**src/rtl/dma_bar_resp_pkg.sv**
```systemverilog
// Shared configuration defaults and type definitions for the DMA barrier responder.
// pygmy_cfg is also consumed by the barrier arbiter.
package pygmy_cfg;
  localparam int DMA_THREAD_CNT_DEF = 4;
endpackage

package pygmy_typedef;
  typedef enum logic [1:0] {
    IDLE  = 2'd0,
    DRAIN = 2'd1,
    DONE  = 2'd2
  } dma_bar_resp_state_e;
endpackage

```
**src/rtl/dma_os_cnt.sv**
```systemverilog
// Saturating outstanding-transaction counter.
// Flags full and an ignored decrement at zero.
module dma_os_cnt #(
  parameter int W = 6
) (
  input  logic         clk,
  input  logic         rst,
  input  logic         inc,
  input  logic         dec,
  output logic [W-1:0] cnt,
  output logic         full,
  output logic         underflow
);

  localparam logic [W-1:0] MAX = '1;
  localparam logic [W-1:0] ONE = W'(1);

  assign full      = (cnt == MAX);
  assign underflow = dec && !inc && (cnt == '0);

  always_ff @(posedge clk) begin
    if (rst) begin
      cnt <= '0;
    end else begin
      case ({inc, dec})
        2'b10: if (!full) cnt <= cnt + ONE;
        2'b01: if (!underflow) cnt <= cnt - ONE;
        default: ;
      endcase
    end
  end

endmodule

```
**src/rtl/dma_bar_resp.sv**
```systemverilog
// Memory-barrier responder: drains outstanding DMA requests, then pulses bar_done.
// Optional drain watchdog enabled by DMA_BAR_TIMEOUT_EN.
module dma_bar_resp
  import pygmy_cfg::*;
  import pygmy_typedef::*;
#(
  parameter int DMA_THREAD_CNT = DMA_THREAD_CNT_DEF,
  parameter int OS_CNT_W       = 6,
  parameter int TIMEOUT_CYC    = 1024
) (
  input  logic                      clk,
  input  logic                      rst,
  input  logic [DMA_THREAD_CNT-1:0] bar_req,
  output logic [DMA_THREAD_CNT-1:0] bar_done,
  input  logic                      mem_issue,
  output logic                      mem_issue_rdy,
  input  logic                      mem_rsp,
  output logic [OS_CNT_W-1:0]       os_cnt,
  output logic [1:0]                err
);

  localparam int TID_W =
    (DMA_THREAD_CNT > 1) ? $clog2(DMA_THREAD_CNT) : 1;

  dma_bar_resp_state_e state_q, state_d;
  logic [TID_W-1:0]    tid_q;
  logic [TID_W-1:0]    req_idx;
  logic                cnt_full;
  logic                cnt_uf;
  logic                uf_q;
  logic                wd_hit;

  dma_os_cnt #(
    .W (OS_CNT_W)
  ) u_os_cnt (
    .clk       (clk),
    .rst       (rst),
    .inc       (mem_issue),
    .dec       (mem_rsp),
    .cnt       (os_cnt),
    .full      (cnt_full),
    .underflow (cnt_uf)
  );

  // Descending scan so the lowest set bit wins.
  always_comb begin
    req_idx = '0;
    for (int i = DMA_THREAD_CNT - 1; i >= 0; i--) begin
      if (bar_req[i]) req_idx = TID_W'(i);
    end
  end

  always_comb begin
    state_d = state_q;
    unique case (state_q)
      IDLE:    if (|bar_req) state_d = DRAIN;
      DRAIN:   if (os_cnt == '0 || wd_hit) state_d = DONE;
      DONE:    state_d = IDLE;
      default: state_d = IDLE;
    endcase
  end

  always_comb begin
    bar_done = '0;
    if (state_q == DONE) bar_done[tid_q] = 1'b1;
  end

  assign mem_issue_rdy = (state_q == IDLE) && !cnt_full;

  always_ff @(posedge clk) begin
    if (rst) begin
      state_q <= IDLE;
      tid_q   <= '0;
      uf_q    <= 1'b0;
    end else begin
      state_q <= state_d;
      if (state_q == IDLE && |bar_req) tid_q <= req_idx;
      if (cnt_uf) uf_q <= 1'b1;
    end
  end

`ifdef DMA_BAR_TIMEOUT_EN
  localparam int WD_W = $clog2(TIMEOUT_CYC + 1);

  logic [WD_W-1:0] wd_q;
  logic            to_q;

  assign wd_hit = (state_q == DRAIN) && (wd_q == WD_W'(TIMEOUT_CYC));

  // Watchdog restarts every time DRAIN is entered.
  always_ff @(posedge clk) begin
    if (rst) begin
      wd_q <= '0;
      to_q <= 1'b0;
    end else begin
      if (state_q != DRAIN) wd_q <= '0;
      else if (!wd_hit) wd_q <= wd_q + WD_W'(1);
      if (wd_hit && os_cnt != '0) to_q <= 1'b1;
    end
  end

  assign err = {to_q, uf_q};
`else
  assign wd_hit = 1'b0;
  assign err    = {1'b0, uf_q};
`endif

`ifndef SYNTHESIS
  a_issue_rdy: assert property (@(posedge clk) disable iff (rst)
    mem_issue |-> mem_issue_rdy);
  a_req_idle: assert property (@(posedge clk) disable iff (rst)
    (|bar_req) |-> (state_q == IDLE));
  a_req_1hot: assert property (@(posedge clk) disable iff (rst)
    $onehot0(bar_req));
  a_done_1hot: assert property (@(posedge clk) disable iff (rst)
    $onehot0(bar_done));
  a_no_x: assert property (@(posedge clk) disable iff (rst)
    !$isunknown({bar_done, mem_issue_rdy, os_cnt, err}));
  a_cfg: assert property (@(posedge clk) disable iff (rst)
    TIMEOUT_CYC > 0);
`endif

endmodule

```
**config.mk**
```make
export PLATFORM = sky130hd
export DESIGN_NAME = dma_bar_resp
export DESIGN_NICKNAME = d
export VERILOG_FILES = /design/src/rtl/dma_bar_resp_pkg.sv /design/src/rtl/dma_os_cnt.sv /design/src/rtl/dma_bar_resp.sv
export SDC_FILE = /design/constraint.sdc
export NUM_CORES = 1
export LEC_CHECK = 0
export BUFFER_PORTS_ARGS = -buffer_cell sky130_fd_sc_hd__buf_4
export CAP_MARGIN = 20
export CORE_UTILIZATION = 49
export DETAILED_ROUTE_END_ITERATION = 10
export HOLD_SLACK_MARGIN = 0.06
export PLACE_DENSITY = 0.74
export SYNTH_ARGS = -nofsm -noshare
export SYNTH_HDL_FRONTEND = slang
export SYNTH_SLANG_ARGS = --single-unit
```
**constraint.sdc**
```tcl
create_clock -name clk -period 2.4 [get_ports clk]
set_clock_uncertainty 0.05 [all_clocks]
set_input_delay 0.24 -clock clk [delete_from_list [all_inputs] [get_ports clk]]
set_output_delay 0.24 -clock clk [all_outputs]
set_load 0.02 [all_outputs]
```
# Yosys cells after proc, flatten, opt, wreduce, memory -nomap -nowiden
# Cells that the tools add are included.
[classes]
n_addsub = 2
n_lt_le_gt_ge = 2
n_eq_ne = 9
n_mux = 13
reduce_logical = 13
[ops]
columns = ["operator", "count"]
rows = [
  ["2-bit two-way mux", 6],
  ["6-bit two-way mux", 2],
  ["6-bit case mux with 2 select lines", 1],
  ["6-bit by 1-bit adder with 6-bit output (second input constant)", 1],
  ["6-bit equality test (second input constant)", 1],
  ["6-bit zero test", 1],
  ["2-bit inequality test (second input constant)", 3],
  ["6-bit by 1-bit subtractor with 6-bit output (second input constant)", 1],
  ["1-bit logical AND", 5],
  ["2-bit by 1-bit equality test with 1-bit output (second input constant)", 2],
  ["2-bit equality test (second input constant)", 2],
  ["4-bit two-way mux", 1],
  ["2-bit case mux with 2 select lines", 1],
  ["4-bit OR reduction", 1],
  ["2-bit by 3-bit < comparator with 1-bit output (second input constant)", 1],
  ["3-bit AND reduction", 1],
  ["1-bit demux with 2-bit select", 1],
  ["2-bit by 1-bit greater-or-equal comparator with 1-bit output (second input constant)", 1],
  ["1-bit zero test", 2],
  ["2-bit zero test", 1],
  ["2-bit by 1-bit inequality test with 1-bit output (second input constant)", 1],
  ["2-bit AND reduction", 1],
  ["2-bit nonzero test", 1],
  ["1-bit two-way mux", 1],
]
[word_totals]
reg_bits = 11
in_bits = 8
output_inout_bits = 13
word_cells = 43

# Logic depth before layout (Yosys ltp)
# Gate-level depths: netlist of run 1.
[logic_depth]
word_depth = 5
ltp_mapped = 7

# Cells and area by module
# From an unflattened synthesis of run 1, not the netlist that was laid out.
[unflattened]
hier_cells = 87
hier_area_um2 = 737.0
[modules_own_cells]
columns = ["mod", "n_inst", "cells_each", "area_each_um2"]
rows = [
  ["dma_os_cnt", 1, 57, 461.7],
  ["dma_bar_resp", 1, 30, 275.3],
]

# Worst setup path after synthesis of run 1
# No wires, ideal clock.
[synth_timing]
path_kind = "register -> register"
start = "register u_os_cnt.cnt[1]"
end = "register u_os_cnt.cnt[5]"
arrival_ns = 1.903
t_required_ns = 2.229
path_slack_ns = 0.326
path_stages_with_launch = 6
path_buffers = 1
synth_period_minus_slack_ns = 2.074
cell_sequence = "dfxtp_1 -> buf_2 -> nand2_1 -> or4b_2 -> a22oi_1 -> mux2_2"
[synth_via]
elab_chain_len = 4
elab_cells_between_ends = 11
classes_between = "add/sub (2); eq/ne (3); mux (3); reduce/logical (3)"
[synth_lines]
columns = ["element", "line", "source"]
rows = [
  ["from (decl)", "dma_os_cnt.sv:10", "output logic [W-1:0] cnt,"],
  ["from (signal assigned)", "dma_os_cnt.sv:26", "2'b10: if (!full) cnt <= cnt + ONE;"],
  ["from (signal assigned)", "dma_os_cnt.sv:27", "2'b01: if (!underflow) cnt <= cnt - ONE;"],
  ["branches (longest 4 deep; another with 6-bit by 1-bit subtractor with 6-bit output)", "-", ""],
]
# Parallel ways; which one is timed is not known. The select of a mux whose other input is x is not followed.
# A chain may end at the register's enable or synchronous reset.

# Worst setup path after layout of run 1
# Same ends and word-level chain as after synthesis.

==> results of run 1 <==
-- metrics by stage --
step | hold slack, ns | instance area (µm²) | utilization, %
global placement | 0.414 | 852 | 63.9
CTS | 0.203 | 880 | 65.9
detailed placement | 0.417 | 852 | 63.9
finish | 0.207 | 880 | 65.9
floorplan | 0.388 | 714 | -
global route | 0.212 | 880 | 65.9
-- cell type report --
cell class | instances | area share [%]
Inverter | 3 | 1.28
Clock buffer | 3 | 2.56
Multi-Input combinational cell | 68 | 51.4
Timing Repair Buffer | 20 | 17.1
Sequential cell | 11 | 25.0
Clock inverter | 1 | 0.569
Tap cell | 15 | 2.13
-- per-layer routing --
layer | track usage, % | routed length, µm | up-vias
li1 | - | - | 362
met1 | 32.0 | 740 | 322
met2 | 35.5 | 675 | 32
met3 | 8.33 | 113 | 4
met4 | 2.50 | 17 | 0
met5 | 0 | 0 | -
-- path summary, 6_finish.rpt --
path | from | slack (ns) | depth (start not counted) | to
min | rst | 0.21 | 2 | state_q[0]
max | u_os_cnt.cnt[1] | 0.31 | 4 | u_os_cnt.cnt[5]
max reg2reg | u_os_cnt.cnt[1] | 0.31 | 4 | u_os_cnt.cnt[5]
min reg2reg | uf_q | 0.43 | 2 | uf_q
-- flip-flops by register name, indices dropped and copies added (netlist names) --
| name | cells |
|---|---|
| u_os_cnt.cnt | 6 |
| state_q | 2 |
| tid_q | 2 |
| uf_q | 1 |
-- report_power, final --
part	switching, µW	leakage (µW)	internal, µW
sequential	37.2	0.0000903	203
combinational	83.4	0.000261	79.7
clock	64.5	0.0000177	61.7
-- kinds of logic after synthesis --
family / count (synthesis) / share of synthesized area (%)
DFF: 11 / 30.8
AOI/OAI and AO/OA: 16 / 17.3
other: 1 / 0.525
and+or+nand+nor: 45 / 35.6
adders and majority gates: 1 / 1.75
muxes: 4 / 6.83
xor gates and xnor gates: 1 / 1.23
buffers and inverters: 9 / 5.95
-- placed cells by master, fill, tap and decap left out, drive strengths merged --
master   n
xnor2    1
inv      3
o311a    1
nor2    11
buf     20
o22a     1
a211oi   1
mux2     4
nor3    10
nor2b    5
nor4     2
or4b     1
o311ai   1
or3      2
a22oi    2
o21ai    1
nand2    4
a21boi   1
and4b    1
clkinv   1
nand2b   1
a31oi    1
nor3b    1
a21oi    5
ha       1
o31a     1
o31ai    1
nand4    1
clkbuf   3
or4      1
nand3    1
conb     1
dfxtp   11
nor4b    4
==> impl_metrics.json, run 1 <==
{
  "cts_buffer_depth": 2,
  "dr.pass1.iters": 4,
  "synth_top_area_share_pct": 30.8,
  "async_reset_ff_share_pct": 0,
  "crit_path_top_delay_cell": "or4b_2",
  "path_max_fanout": 11,
  "netlist_instances": 88,
  "setup.worst_path.class": "flop to flop",
  "synthTopCellsByCount": "dfxtp_1 (11), nor2_1 (11), nor3_1 (10), a21oi_1 (5), nor2b_1 (5)",
  "critPathTopFamily": "simple AND/OR/NAND/NOR gates",
  "cts_sinks": 11,
  "core.rowCount": 13,
  "dp.cells": 117,
  "peakVddDrop_mv": 0.362,
  "n_fill_cell": 122,
  "p_total_uw": 529,
  "p_per_area_mw_per_mm2": 602,
  "wl_per_cell_um": 12.8,
  "portBuffers": 19,
  "fin_cells": 121,
  "slew_violations": 0,
  "start_util_pct": 53.6,
  "num_antenna_cells": 0,
  "cts_hold_buf": 0,
  "ys_ff_latch": 11,
  "routed_wl_mm": 1.55,
  "core-area_mm2": 0.00133,
  "ys.flop_type": "dfxtp_1",
  "die_height_um": 40.2,
  "viasPerCell": 5.95,
  "grt_pass1_wl_mm": 2.52,
  "drc": 0,
  "track_usage_pct": 23.2,
  "drive_gt1_share_pct": 29.2,
  "vias": 720,
  "ant_nets": 0,
  "setup_violations": 0,
  "p_leak_uw": 0.000369,
  "outcome": "finished, final reports clean",
  "cp-end-kind": "flop",
  "grt_max_degree": 16,
  "dpl.hpwl_mm": 1.18,
  "cts_root_buf": "clkbuf_4",
  "drt_iter0_markers": 30,
  "maxCapViolCount": 0,
  "setup_ws_ns": 0.306,
  "fin_crit_ns": 2.09,
  "startpoint_type": "flop",
  "multi_input_area_um2": 452,
  "fin_tns_setup_ns": 0,
  "register_area_um2": 220,
  "synth-warning-count": 0,
  "clk_pin_slew_ns": 0.07,
  "postCtsSetupRepairBufs": 0,
  "dieArea_mm2": 0.00161,
  "seq_area_frac_synth_pct": 30.8,
  "grt_setup_unrepaired": "no",
  "insertion_delay_ns": 0.27,
  "dpl_worst_slack_ns": 0.287,
  "cp.arrival_ns": 2.21,
  "crit_chain": "nand2_1, or4b_2, a22oi_1, mux2_2",
  "hold_class": "input pin to flop",
  "syn_area_um2": 714,
  "nets": 116,
  "syn_nets": 97,
  "grt_pass1_vias": 567,
  "cts_inserted_buffers": 3,
  "ctsHtreeMaxLevel": 1,
  "synth_edf_count": 0,
  "cts-resized-gates": 0,
  "finalHoldViolCount": 0,
  "die_x_um": 40.2,
  "period_share_pct": 87.3,
  "synthToLayoutAreaGrowth_pct": 23.1,
  "critPathBufInv": 0,
  "boundaryPins": 21,
  "synthDistinctLibCells": 35,
  "cts_tree": "yes",
  "antenna_found_initial": 0,
  "post-synth-top-area-cell": "dfxtp_1",
  "syn_area_per_cell_um2": 8.12,
  "grt.overflow.total": 0,
  "gp_congestion": 0.817,
  "cpPeakStageDelay_ns": 0.63,
  "ys_top_cells_by_area": "dfxtp_1 (31%), nor3_1 (7.0%), nor2_1 (5.8%)",
  "max_freq_mhz": 477,
  "required_ns": 2.51
}
Power figures use the tool's default switching activity.
==> inputs of run 2 (changes only) <==
--- a/config.mk
+++ b/config.mk
@@ -11,6 +11,7 @@
 export DETAILED_ROUTE_END_ITERATION = 10
 export HOLD_SLACK_MARGIN = 0.06
 export PLACE_DENSITY = 0.74
+export REMOVE_ABC_BUFFERS = 1
 export SYNTH_ARGS = -nofsm -noshare
 export SYNTH_HDL_FRONTEND = slang
 export SYNTH_SLANG_ARGS = --single-unit
==> impl_metrics.json, run 2 (synthesis results as in run 1) <==
{
  "portBuffers": 19,
  "finalHoldViolCount": 0,
  "postPlaceCellArea_um2": 860,
  "maxCapViolCount": 0,
  "setup.worst_path.class": "flop to flop",
  "cts_sinks": 11,
  "cts_hold_buf": 0,
  "grt.overflow.total": 0,
  "register_area_um2": 220,
  "gp_congestion": 0.874,
  "cp.arrival_ns": 2.26,
  "dpl.hpwl_mm": 1.12,
  "required_ns": 2.52,
  "n_fill_cell": 125,
  "viasPerCell": 5.74,
  "period_share_pct": 89.0,
  "boundaryPins": 21,
  "peakVddDrop_mv": 0.393,
  "slew_violations": 0,
  "final_common_cell": "buf_4",
  "core.rowCount": 13,
  "track_usage_pct": 21.4,
  "grt_pass1_vias": 543,
  "p_leak_uw": 0.000371,
  "num_antenna_cells": 0,
  "startpoint_type": "flop",
  "clk_pin_slew_ns": 0.06,
  "vias": 700,
  "dr.pass1.iters": 4,
  "drive_gt1_share_pct": 29.0,
  "max_freq_mhz": 468,
  "setup_violations": 0,
  "die_height_um": 40.2,
  "insertion_delay_ns": 0.28,
  "drc": 0,
  "largest_reg_flops": 6,
  "drt_iter0_markers": 17,
  "cts-resized-gates": 0,
  "multi_input_area_um2": 452,
  "wl_per_cell_um": 12.5,
  "core-area_mm2": 0.00133,
  "die_x_um": 40.2,
  "outcome": "finished, final reports clean",
  "worstHoldStart": "rst",
  "path_max_fanout": 11,
  "cts_inserted_buffers": 3,
  "nets": 117,
  "final_area_um2": 886,
  "r2r_start": "u_os_cnt.cnt[1]",
  "cts_buffer_depth": 2,
  "final_util_pct": 66.4,
  "dieArea_mm2": 0.00161,
  "routed_wl_mm": 1.53,
  "fin_crit_ns": 2.14,
  "crit_start": "u_os_cnt.cnt[1]",
  "top_regs": "u_os_cnt.cnt (6), state_q (2), tid_q (2)",
  "antenna_found_initial": 0,
  "cts_root_buf": "clkbuf_4",
  "fin_tns_setup_ns": 0,
  "hold_class": "input pin to flop",
  "grt_setup_unrepaired": "no",
  "ctsHtreeMaxLevel": 1,
  "mostFrequentLayoutCells": "buf_4 (21), nor2_1 (11), dfxtp_1 (11)",
  "grt_pass1_wl_mm": 2.24,
  "regMostFlops": "u_os_cnt.cnt",
  "grt_max_degree": 16,
  "p_per_area_mw_per_mm2": 602,
  "postCtsSetupRepairBufs": 0,
  "start_util_pct": 53.6,
  "cts_tree": "yes",
  "cp-end-kind": "flop",
  "ant_nets": 0,
  "synthToLayoutAreaGrowth_pct": 24.0
}
## run 2: changes by cell type in the layout (fill, tap and decap cells not counted), sizes merged
cell    delta
buf        +1
clkbuf     +1
clkinv     -1
## run 2: where the power goes
part / internal [µW] / leakage [µW] / switching, µW / total [µW]
clock network: 64.7 / 0.0000150 / 63.9 / 129
registers: 203 / 0.0000903 / 33.9 / 237
logic: 81.9 / 0.000266 / 85.8 / 168
total: 349 / 0.000371 / 184 / 533
## run 2: routing by layer
layer | global-route usage, % | vias to the layer above | wire length (µm)
met5 | 0 | - | 0
met4 | 7.50 | 0 | 24
met3 | 10.0 | 2 | 83
met2 | 31.5 | 23 | 672
met1 | 27.2 | 310 | 750
li1 | - | 365 | -
## run 2: metrics by stage
| step | setup slack [ns] | cells | power (µW) | hold slack (ns) |
|---|---|---|---|---|
| final | 0.263 | 122 | 533 | 0.184 |
| after global routing | 0.164 | 122 | 567 | 0.189 |
| after CTS | 0.293 | 122 | 539 | 0.185 |
| after detailed placement | 0.311 | 118 | 408 | 0.421 |
| after global placement | 0.316 | 118 | 405 | 0.415 |
| after floorplan | 0.313 | 82 | 345 | 0.259 |
## run 2: worst paths after layout
kind	depth (start not counted)	to	slack (ns)
min	2	u_os_cnt.cnt[1]	0.18
max reg2reg	4	u_os_cnt.cnt[5]	0.26
max	4	u_os_cnt.cnt[5]	0.26
min reg2reg	2	uf_q	0.43
## run 2: critical path: stages (launching register included)
cell and delay, ns:
dfxtp_1 0.56, nand2_1 0.20, or4b_2 0.64, a22oi_1 0.21, mux2_2 0.36
## run 2: final cells by class
| cell class | count | share of cell area [%] |
|---|---|---|
| sequential | 11 | 24.9 |
| inverter | 3 | 1.27 |
| timing repair buffer | 21 | 17.8 |
| clock buffer | 4 | 2.97 |
| multi-input combinational | 68 | 51.0 |
| tap | 15 | 2.12 |
==> inputs of run 3 (changes only) <==
--- a/config.mk
+++ b/config.mk
@@ -7,10 +7,12 @@
 export LEC_CHECK = 0
 export BUFFER_PORTS_ARGS = -buffer_cell sky130_fd_sc_hd__buf_4
 export CAP_MARGIN = 20
-export CORE_UTILIZATION = 49
+export CORE_UTILIZATION = 52
+export CTS_BUF_LIST = sky130_fd_sc_hd__clkbuf_8
+export CTS_CLUSTER_DIAMETER = 60
 export DETAILED_ROUTE_END_ITERATION = 10
 export HOLD_SLACK_MARGIN = 0.06
-export PLACE_DENSITY = 0.74
+export PLACE_DENSITY = 0.78
 export REMOVE_ABC_BUFFERS = 1
 export SYNTH_ARGS = -nofsm -noshare
 export SYNTH_HDL_FRONTEND = slang
==> impl_metrics.json, run 3 (synthesis results as in run 1) <==
{
  "drt_iter0_markers": 14,
  "period_share_pct": 88.0,
  "grt_pass1_vias": 588,
  "cts_inserted_buffers": 3,
  "vias": 721,
  "worstHoldStart": "rst",
  "num_antenna_cells": 0,
  "cts-resized-gates": 0,
  "hold_depth": 2,
  "path_max_fanout": 11,
  "postCtsSetupRepairBufs": 0,
  "dpl.hpwl_mm": 1.16,
  "postPlaceCellArea_um2": 843,
  "maxCapViolCount": 0,
  "wl_per_cell_um": 14.1,
  "portBuffers": 19,
  "viasPerCell": 6.06,
  "whs_ns": 0.233,
  "cp.arrival_ns": 2.19,
  "reg2reg_depth": 6,
  "setup_violations": 0,
  "r2r-end": "u_os_cnt.cnt[4]",
  "peakVddDrop_mv": 0.460,
  "final_common_cell": "buf_4",
  "n_fill_cell": 99,
  "track_usage_pct": 26.4,
  "gp_congestion": 0.858,
  "p_per_area_mw_per_mm2": 664,
  "synthToLayoutAreaGrowth_pct": 24.3,
  "cp-end-kind": "flop",
  "start_util_pct": 60.2,
  "regMostFlops": "u_os_cnt.cnt",
  "fin_tns_setup_ns": 0,
  "clk_pin_slew_ns": 0.05,
  "whs_endpoint": "uf_q",
  "slew_headroom_pct": 49.5,
  "hold_class": "input pin to flop",
  "core.rowCount": 12,
  "grt_pass1_wl_mm": 2.64,
  "reg2reg_slack_ns": 0.29,
  "max_freq_mhz": 474,
  "cts_sinks": 11,
  "outcome": "finished, final reports clean",
  "largest_reg_flops": 6,
  "finalHoldViolCount": 0,
  "top_regs": "u_os_cnt.cnt (6), state_q (2), tid_q (2)",
  "dr.pass1.iters": 4,
  "routed_wl_mm": 1.67,
  "mostFrequentLayoutCells": "buf_4 (19), nor2_1 (11), dfxtp_1 (11)",
  "p_leak_uw": 0.000373,
  "die_x_um": 39.1,
  "p_total_uw": 590,
  "cts_tree": "yes",
  "nets": 115,
  "grt.overflow.total": 0,
  "insertion_delay_ns": 0.24,
  "core-area_mm2": 0.00119,
  "r2r_start": "u_os_cnt.cnt[1]",
  "cts_root_buf": "clkbuf_8",
  "boundaryPins": 21,
  "fin_crit_ns": 2.11,
  "setup.worst_path.class": "flop to flop",
  "die_height_um": 39.1,
  "slew_violations": 0,
  "cts_buffer_depth": 2,
  "antenna_found_initial": 0,
  "startpoint_type": "flop",
  "final_area_um2": 888,
  "drc": 0,
  "grt_setup_unrepaired": "no",
  "cts_hold_buf": 0,
  "ctsHtreeMaxLevel": 1,
  "grt_max_degree": 16,
  "worst_pin_slew_ns": 0.746,
  "required_ns": 2.48,
  "drive_gt1_share_pct": 27.6,
  "dieArea_mm2": 0.00153,
  "ant_nets": 0
}
==> run 3: worst max-delay path: stages, from the launching register on <==
cell	delay, ns
dfxtp_1	0.56
xnor2_1	0.13
ha_1	0.23
nor4b_1	0.40
nand2_1	0.10
a22oi_1	0.17
mux2_2	0.36
==> run 3: through the flow <==
step                cells  setup WS [ns]  utilization [%]
global route          119          0.151             74.9
floorplan              82          0.313                -
finish                119          0.289             74.9
detailed placement    115          0.234             71.1
CTS                   119          0.295             74.9
global placement      115          0.252             71.1
==> run 3: cell type report <==
cell class                      count  area (µm²)  share of cell area (%)
Multi-Input combinational cell     68         452                    50.8
Clock buffer                        3        41.3                    4.65
Clock inverter                      1        3.75                   0.423
Timing Repair Buffer               19         143                    16.1
Tap cell                           14        17.5                    1.97
Sequential cell                    11         220                    24.8
Inverter                            3        11.3                    1.27
==> run 3: metal layers <==
| layer | share of wire [%] | GRT usage, % |
|---|---|---|
| met2 | 43 | 35.4 |
| met4 | 2.2 | 15.5 |
| met1 | 50 | 37.9 |
| met3 | 5.5 | 5.20 |
| met5 | 0 | 0 |
==> run 3: worst max-delay path by stage <==
stage | slack [ns] | cells past startpoint | start | endpoint
after floorplan | 0.31 | 4 | u_os_cnt.cnt[1] | u_os_cnt.cnt[5]
after global placement | 0.25 | 8 | mem_issue | u_os_cnt.cnt[4]
after detailed placement | 0.23 | 8 | mem_issue | u_os_cnt.cnt[4]
after CTS | 0.29 | 6 | u_os_cnt.cnt[1] | u_os_cnt.cnt[4]
after global routing | 0.15 | 4 | u_os_cnt.cnt[1] | u_os_cnt.cnt[5]
final | 0.29 | 6 | u_os_cnt.cnt[1] | u_os_cnt.cnt[4]
==> run 3: power by group <==
part | internal (µW) | total, µW | switching (µW) | leakage, µW
Sequential | 203 | 242 | 38.2 | 0.0000903
Combinational | 78.6 | 163 | 84.2 | 0.000256
Clock | 113 | 185 | 72.8 | 0.0000269
Total | 395 | 590 | 195 | 0.000373
